[config.mk]
export PLATFORM = sky130hd
export DESIGN_NAME = multicycle_main_fsm
export DESIGN_NICKNAME = d
export VERILOG_FILES = /design/src/rtl/ctrl_pkg.sv /design/src/rtl/alu_decoder.sv /design/src/rtl/multicycle_main_fsm.sv
export SDC_FILE = /design/constraint.sdc
export NUM_CORES = 1
export LEC_CHECK = 0
export CORE_AREA = 2 2 40 42
export CTS_CLUSTER_DIAMETER = 150
export DETAILED_ROUTE_END_ITERATION = 7
export DIE_AREA = 0 0 42 44
export GPL_ROUTABILITY_DRIVEN = 1
export PLACE_DENSITY_LB_ADDON = 0.12
export SETUP_SLACK_MARGIN = 0.5
export SYNTH_ARGS = -nofsm -noshare
export SYNTH_HDL_FRONTEND = slang
export SYNTH_SLANG_ARGS = --single-unit
[constraint.sdc]
create_clock -name clk -period 2.4 [get_ports clk]
set_clock_uncertainty 0.05 [all_clocks]
set_input_delay 0.24 -clock clk [delete_from_list [all_inputs] [get_ports clk]]
set_output_delay 0.24 -clock clk [all_outputs]
set_load 0.02 [all_outputs]
[src/rtl/ctrl_pkg.sv]
// rtl/ctrl_pkg.sv - shared encodings for the multicycle control FSM
package ctrl_pkg;

   localparam int CTRL_STATE_W = 4;

   typedef enum logic [CTRL_STATE_W-1:0] {
      S_FETCH    = 4'd0,
      S_DECODE   = 4'd1,
      S_MEMADR   = 4'd2,
      S_MEMREAD  = 4'd3,
      S_MEMWB    = 4'd4,
      S_MEMWRITE = 4'd5,
      S_EXECUTER = 4'd6,
      S_EXECUTEI = 4'd7,
      S_ALUWB    = 4'd8,
      S_BRANCH   = 4'd9
   } state_t;

   typedef enum logic [1:0] {
      ALU_ADD = 2'b00,
      ALU_SUB = 2'b01,
      ALU_AND = 2'b10,
      ALU_ORR = 2'b11
   } alu_ctrl_t;

   localparam logic [1:0] OP_DP  = 2'b00;
   localparam logic [1:0] OP_MEM = 2'b01;
   localparam logic [1:0] OP_BR  = 2'b10;
   localparam logic [1:0] OP_UND = 2'b11;

   localparam logic [1:0] RES_ALUOUT = 2'b00;
   localparam logic [1:0] RES_DATA   = 2'b01;
   localparam logic [1:0] RES_ALU    = 2'b10;

   localparam logic [1:0] SRCB_RD2  = 2'b00;
   localparam logic [1:0] SRCB_IMM  = 2'b01;
   localparam logic [1:0] SRCB_FOUR = 2'b10;

   localparam logic [3:0] CMD_ADD = 4'b0100;
   localparam logic [3:0] CMD_SUB = 4'b0010;
   localparam logic [3:0] CMD_AND = 4'b0000;
   localparam logic [3:0] CMD_ORR = 4'b1100;

endpackage

[src/rtl/alu_decoder.sv]
// rtl/alu_decoder.sv - maps data-processing cmd/S bits to ALU op and flag-write requests
import ctrl_pkg::*;

module alu_decoder (
   input  logic       aluop,
   input  logic [5:0] funct,
   output logic [1:0] alucontrol,
   output logic [1:0] flagw
);

   logic supported;

   always_comb begin
      alucontrol = ALU_ADD;
      flagw      = 2'b00;
      supported  = 1'b0;
      if (aluop) begin
         supported = 1'b1;
         case (funct[4:1])
            CMD_ADD: alucontrol = ALU_ADD;
            CMD_SUB: alucontrol = ALU_SUB;
            CMD_AND: alucontrol = ALU_AND;
            CMD_ORR: alucontrol = ALU_ORR;
            default: supported  = 1'b0;
         endcase
         // Unknown commands still write back, but never touch the flags.
         if (supported) begin
            flagw[1] = funct[0];
            flagw[0] = funct[0] & ((alucontrol == ALU_ADD) | (alucontrol == ALU_SUB));
         end
      end
   end

endmodule

[src/rtl/multicycle_main_fsm.sv]
// rtl/multicycle_main_fsm.sv - Moore control FSM for the multicycle ARM datapath
import ctrl_pkg::*;

module multicycle_main_fsm #(
   parameter int STATE_W = 4
) (
   input  logic               clk,
   input  logic               reset,
   input  logic [1:0]         op,
   input  logic [5:0]         funct,
   input  logic [3:0]         rd,
   output logic               pcs,
   output logic               regw,
   output logic               memw,
   output logic [1:0]         flagw,
   output logic               irwrite,
   output logic               nextpc,
   output logic               adrsrc,
   output logic [1:0]         resultsrc,
   output logic               alusrca,
   output logic [1:0]         alusrcb,
   output logic [1:0]         alucontrol,
   output logic [1:0]         immsrc,
   output logic [1:0]         regsrc,
   output logic [STATE_W-1:0] state
);

   state_t state_q, state_d;
   logic   aluop;

   always_ff @(posedge clk or posedge reset) begin
      if (reset) state_q <= S_FETCH;
      else       state_q <= state_d;
   end

   always_comb begin
      state_d   = S_FETCH;
      pcs       = 1'b0;
      regw      = 1'b0;
      memw      = 1'b0;
      irwrite   = 1'b0;
      nextpc    = 1'b0;
      adrsrc    = 1'b0;
      resultsrc = RES_ALUOUT;
      alusrca   = 1'b0;
      alusrcb   = SRCB_RD2;
      aluop     = 1'b0;
      case (state_q)
         S_FETCH: begin
            alusrca   = 1'b1;
            alusrcb   = SRCB_FOUR;
            resultsrc = RES_ALU;
            irwrite   = 1'b1;
            nextpc    = 1'b1;
            state_d   = S_DECODE;
         end
         S_DECODE: begin
            alusrca   = 1'b1;
            alusrcb   = SRCB_FOUR;
            resultsrc = RES_ALU;
            case (op)
               OP_MEM:  state_d = S_MEMADR;
               OP_DP:   state_d = funct[5] ? S_EXECUTEI : S_EXECUTER;
               OP_BR:   state_d = S_BRANCH;
               default: state_d = S_FETCH;
            endcase
         end
         S_MEMADR: begin
            alusrcb = SRCB_IMM;
            state_d = funct[0] ? S_MEMREAD : S_MEMWRITE;
         end
         S_MEMREAD: begin
            adrsrc  = 1'b1;
            state_d = S_MEMWB;
         end
         S_MEMWB: begin
            resultsrc = RES_DATA;
            regw      = 1'b1;
            pcs       = (rd == 4'd15);
         end
         S_MEMWRITE: begin
            adrsrc = 1'b1;
            memw   = 1'b1;
         end
         S_EXECUTER: begin
            aluop   = 1'b1;
            state_d = S_ALUWB;
         end
         S_EXECUTEI: begin
            aluop   = 1'b1;
            alusrcb = SRCB_IMM;
            state_d = S_ALUWB;
         end
         S_ALUWB: begin
            regw = 1'b1;
            pcs  = (rd == 4'd15);
         end
         S_BRANCH: begin
            alusrcb   = SRCB_IMM;
            resultsrc = RES_ALU;
            pcs       = 1'b1;
         end
         default: state_d = S_FETCH;
      endcase
   end

   alu_decoder u_alu_decoder (
      .aluop      (aluop),
      .funct      (funct),
      .alucontrol (alucontrol),
      .flagw      (flagw)
   );

   assign immsrc = op;
   assign regsrc = {op == OP_MEM, op == OP_BR};
   assign state  = STATE_W'(state_q);

endmodule

==> metrics <==
status complete, no violations; Syn Inst Count 58; Die Ht 44 um; setup ws final 547 ps; Initial Utilization 31.3%; Port Buf Inserts 36; Remaining DRCs 0; CP Class input pin to output pin; Tmin final 1850 ps; layout cell share with drive strength beyond 1 15.2%; post-route ant nets 0; Final Hold Vio Count 0; DR WL/cell 12.4 um; area of the multi-input gates 283 um^2; maximum root-to-sink buffer count 2; via-per-instance ratio 5.15; vias in the first global route 501; Seq cells post-synth 4; post-route met1 wirelength 553 um; slew margin rel. 84.4%; Final TNS setup 0 ps; Min-Delay Path Class input pin to async pin; total gr overflow 0; Netlist cell types 27; I/O pins 37; aggregate global-route resource usage 15.0%; met2 routed WL 679 um; Routed WL 1340 um; Skew-Pair Late Insertion Delay 240 ps; Largest register FFs 4; top sig layer met4; post-detail-place hpwl 1010 um; DR WL met3 73 um; Mapped Area 444 um^2; Seq/Total Area, Yosys 22.5%; Clock transition at path regs 50 ps; Avg Inst Size Synth 7.66 um^2; total of max-cap violations 0; # rows 14; critical path arrival 1560 ps; largest net degree at the start of global routing 15; Leak Pwr 0.000360 uW; DIE AREA 1850 um^2; Net Count, Synth 72; router iterations before antenna repair 4; via count 556; Core Box Area 1420 um^2; Num CTS Buffers 3; Tcrit/Tclk final 77.2%; first-pass GRT wire length 2120 um; Worst EP required 2110 ps; Reg area 101 um^2; crit start category input pin; CP max FO 6; Die W 42 um; Fillers 143; Layout Nets 108; Tightest Pin Transition 234 ps; Final GP Congestion 0.737; CP Capture Type output pin; clock sink total 4; Area Overhead vs Synth 78.6%; fin. max-slew vios 0; Final setup viols 0; Peak supply drop 0.866 mV; # diodes 0; CTS tree yes; P per Cell Area 1280 nW/um^2; FMAX 0.540 GHz; CTS root buf clkbuf_4; initial antenna violation count 0; Yosys warning count 0; RSZ-0062 raised after global routing true; CTS H-tree depth 1; worst slack at placement 118 ps; DRT iter0 DRCs 6
==> what timing repair did <==
action / 4_1_cts / 5_1_grt
hold buffers: 0 / 0
gates resized for setup: 23 / 8
setup endpoints to repair: 15 / 5
cloned: 0 / 0
setup buffers: 0 / 0
==> power by group <==
| group | switching [uW] | internal [uW] |
|---|---|---|
| combinational | 442 | 330 |
| sequential | 50.4 | 101 |
| clock | 33.3 | 56.3 |
==> worst paths after layout <==
kind / cells after the start / startpoint / end / slack [ps]
max: 3 / op[1] / regsrc[1] / 550
min: 2 / reset / state[3] / 130
max reg2reg: 4 / state[1] / state[3] / 1000
min reg2reg: 2 / state[3] / state[3] / 570
max in group asynchronous: 2 / reset / state[0] / 1990
min in group clk: 2 / state[3] / state[3] / 570
==> cells by family after synthesis <==
group | count (synthesis) | share of synthesized area [%]
DFF | 4 | 22.5
AOI/OAI and AO/OA | 12 | 19.2
buffers and inverters | 12 | 15.2
xor gates and xnor gates | 3 | 5.92
and+or+nand+nor | 27 | 37.2
==> worst max-delay path, stage by stage <==
cell and delay (ps):
clkdlybuf4s50_1 490, and2b_1 230, clkdlybuf4s50_1 600
==> layer usage <==
layer	GRT usage [%]	vias to the layer above
met1	15.7	252
li1	-	279
met3	2.50	4
met4	11.6	0
met5	0	-
met2	26.9	21
==> cells in the final DEF, fill, tap and decap left out, drive strengths merged, types with 2 or more instances in the layout <==
cell	count
a211oi	4
a21oi	3
and2b	2
buf	5
clkbuf	5
clkdlybuf4s50	20
dfrtp	4
dlygate4sd2	11
inv	4
nand2	2
nand2b	3
nor2	3
nor2b	3
nor3	7
nor4	2
xnor2	2
==> stage by stage <==
| stage | util [%] | cells | area, um^2 | total power [uW] | hold slack (ps) |
|---|---|---|---|---|---|
| CTS | 56.7 | 108 | 805 | 1030 | 123 |
| detailed placement | 56.4 | 105 | 801 | 1020 | 389 |
| finish | 55.9 | 108 | 793 | 1010 | 129 |
| floorplan | - | 58 | 450 | 678 | -43.9 |
| global placement | 56.4 | 105 | 801 | 1020 | 379 |
| global route | 55.9 | 108 | 793 | 1090 | 163 |
==> Yosys cell counts, drive strengths merged <==
cell type	count	area share (%)
a211oi	4	6.8
a21oi	3	3.4
a41oi	1	2.0
and2b	2	3.4
buf	8	12
dfrtp	4	23
inv	4	3.4
nand2	2	1.7
nand2b	3	4.2
nand3b	1	1.7
nand4bb	1	2.5
nor2	3	2.5
nor2b	3	4.2
nor3	7	9.0
nor3b	1	1.7
nor4	2	2.8
o21a	1	1.7
o21ai	1	1.1
o32a	1	2.3
o32ai	1	2.0
or2	1	1.4
or3b	1	2.0
xnor2	2	3.9
xor2	1	2.0
==> cell type report <==
class	count	share of cell area, %
flip-flops and latches	4	12.8
inverters	4	1.89
well taps	16	2.52
clock buffers	3	2.84
multi-input cells	42	35.6
repair buffers	39	44.3
Note: power is estimated with default switching activity, not from simulation.
==> RTL change: new RTL, config.mk and constraints unchanged <==
Change the parameter `STATE_W` from 4 to 5.
--- a/src/rtl/multicycle_main_fsm.sv
+++ b/src/rtl/multicycle_main_fsm.sv
@@ -2,7 +2,7 @@
 import ctrl_pkg::*;
 
 module multicycle_main_fsm #(
-   parameter int STATE_W = 4
+   parameter int STATE_W = 5
 ) (
    input  logic               clk,
    input  logic               reset,
Ports: changed (resized state); port bits go from 37 to 38. The function was not compared with the original's and may differ.
==> RTL change against the unedited design <==
  * Total power up 2.3%
  * Count of clock-buffer cells in the layout is the same
  * Routed wire length shrank 5.7%
  * Worst setup slack better by 37 ps
  * Fmax up 2.0%
  * Final area up 3.9%
  * Hold slack gained 5.1 ps
  * Highest routed layer is now met3
  * Area after synthesis increased by 2.5%
  * Sequential share of layout area decreased by 0.33 points
  * Via count down 1.3%
  * Core utilization grew 2.2 points
  * Largest cell class unchanged
  * Critical path depth grew 2
  * Sequential cell count unchanged
==> RTL change: results (changes against the unedited design) <==
| Metric | Value |
|---|---|
| Outcome | `finished, final reports clean` |
| Met1 WL | `555 microns (+0.36%)` |
| Share of layout cells above drive strength 1 | `0.158 (+0.00572)` |
| R2R Path End | `state_q[3]` |
| Final Core Density | `0.581 (+0.0220)` |
| Met2 global-route usage | `0.263 (-0.00625)` |
| Starting DRT DRC Count | `3 (-3)` |
| Crit path from | `funct[1]` |
| Arrival time worst endpoint | `1530 ps (-30 ps)` |
| Vias in the first global route | `509 (+1.6%)` |
| Worst VDD drop | `809 uV (-6.7%)` |
| First-pass GRT wire length | `2.06 mm (-2.6%)` |
| CP Capture Point | `flagw[1]` |
| Routed WL | `1.26 mm (-5.7%)` |
| Max incr delay on CP | `400 ps (-200 ps)` |
| Non-filler cells, final | `111 (+2.8%)` |
| Placed cell area | `805 sq um (+0.47%)` |
| Syn_nets | `74 (+2.8%)` |
| Distinct cells, synth | `28 (+3.7%)` |
| Filler cell count | `141 (-1.4%)` |
| Crit path max fanout | `3 (-3)` |
| FMAX | `0.550 GHz (+2.0%)` |
| CTS root buf | `clkbuf_4` |
| Final GP Congestion | `0.774 (+5.1%)` |
| Top Metal Used | `met3` |
| Vias post-DR | `549 (-1.3%)` |
| Global Route Usage Sum | `0.146 (-0.00424)` |
| Static Leak | `0.388 nW (+7.9%)` |
| Setup WS pre-CTS | `150 ps (+31.8 ps)` |
| Synth cell count leaders | `buf_4, nor3_1, a211oi_1, dfrtp_1` |
| Post-synthesis area per instance | `7.59 sq um (-0.88%)` |
| Post-CTS resize count | `20 (-13%)` |
| Worst hold slack | `135 ps (+5.09 ps)` |
| Ranking of synthesized cells by area | `dfrtp_1, buf_4, nor3_1` |
| Met3 Use GR | `0.0625 (+0.0375)` |
[RTL change: cell types whose count changed in the layout (fill, tap and decap cells not counted)]
cell	change
conb_1	+1
dlygate4sd2_1	+1
dfrtp_2	+1
buf_2	-1
clkbuf_2	-1
dlymetal6s2s_1	+1
buf_4	+2
clkdlybuf4s50_1	-1
dfrtp_1	-1
clkdlybuf4s15_1	+1
[RTL change: kinds of logic after synthesis]
kind of cell	after synthesis	share of synthesized area
AOI/OAI and AO/OA	12	0.187
xor gates and xnor gates	3	0.0577
buffers and inverters	13	0.165
DFF	4	0.220
other	1	0.00823
and+or+nand+nor	27	0.363
[RTL change: report_power, final]
part | switching (mW) | internal (mW)
sequential | 0.0564 | 0.103
combinational | 0.439 | 0.355
clock | 0.0266 | 0.0559
total | 0.522 | 0.514
[RTL change: final cells by class]
cell class,count,area share
Multi-Input combinational cell,43,0.347
Tap cell,16,0.0243
Clock buffer,3,0.0273
Sequential cell,4,0.124
Timing Repair Buffer,41,0.458
Inverter,4,0.0182
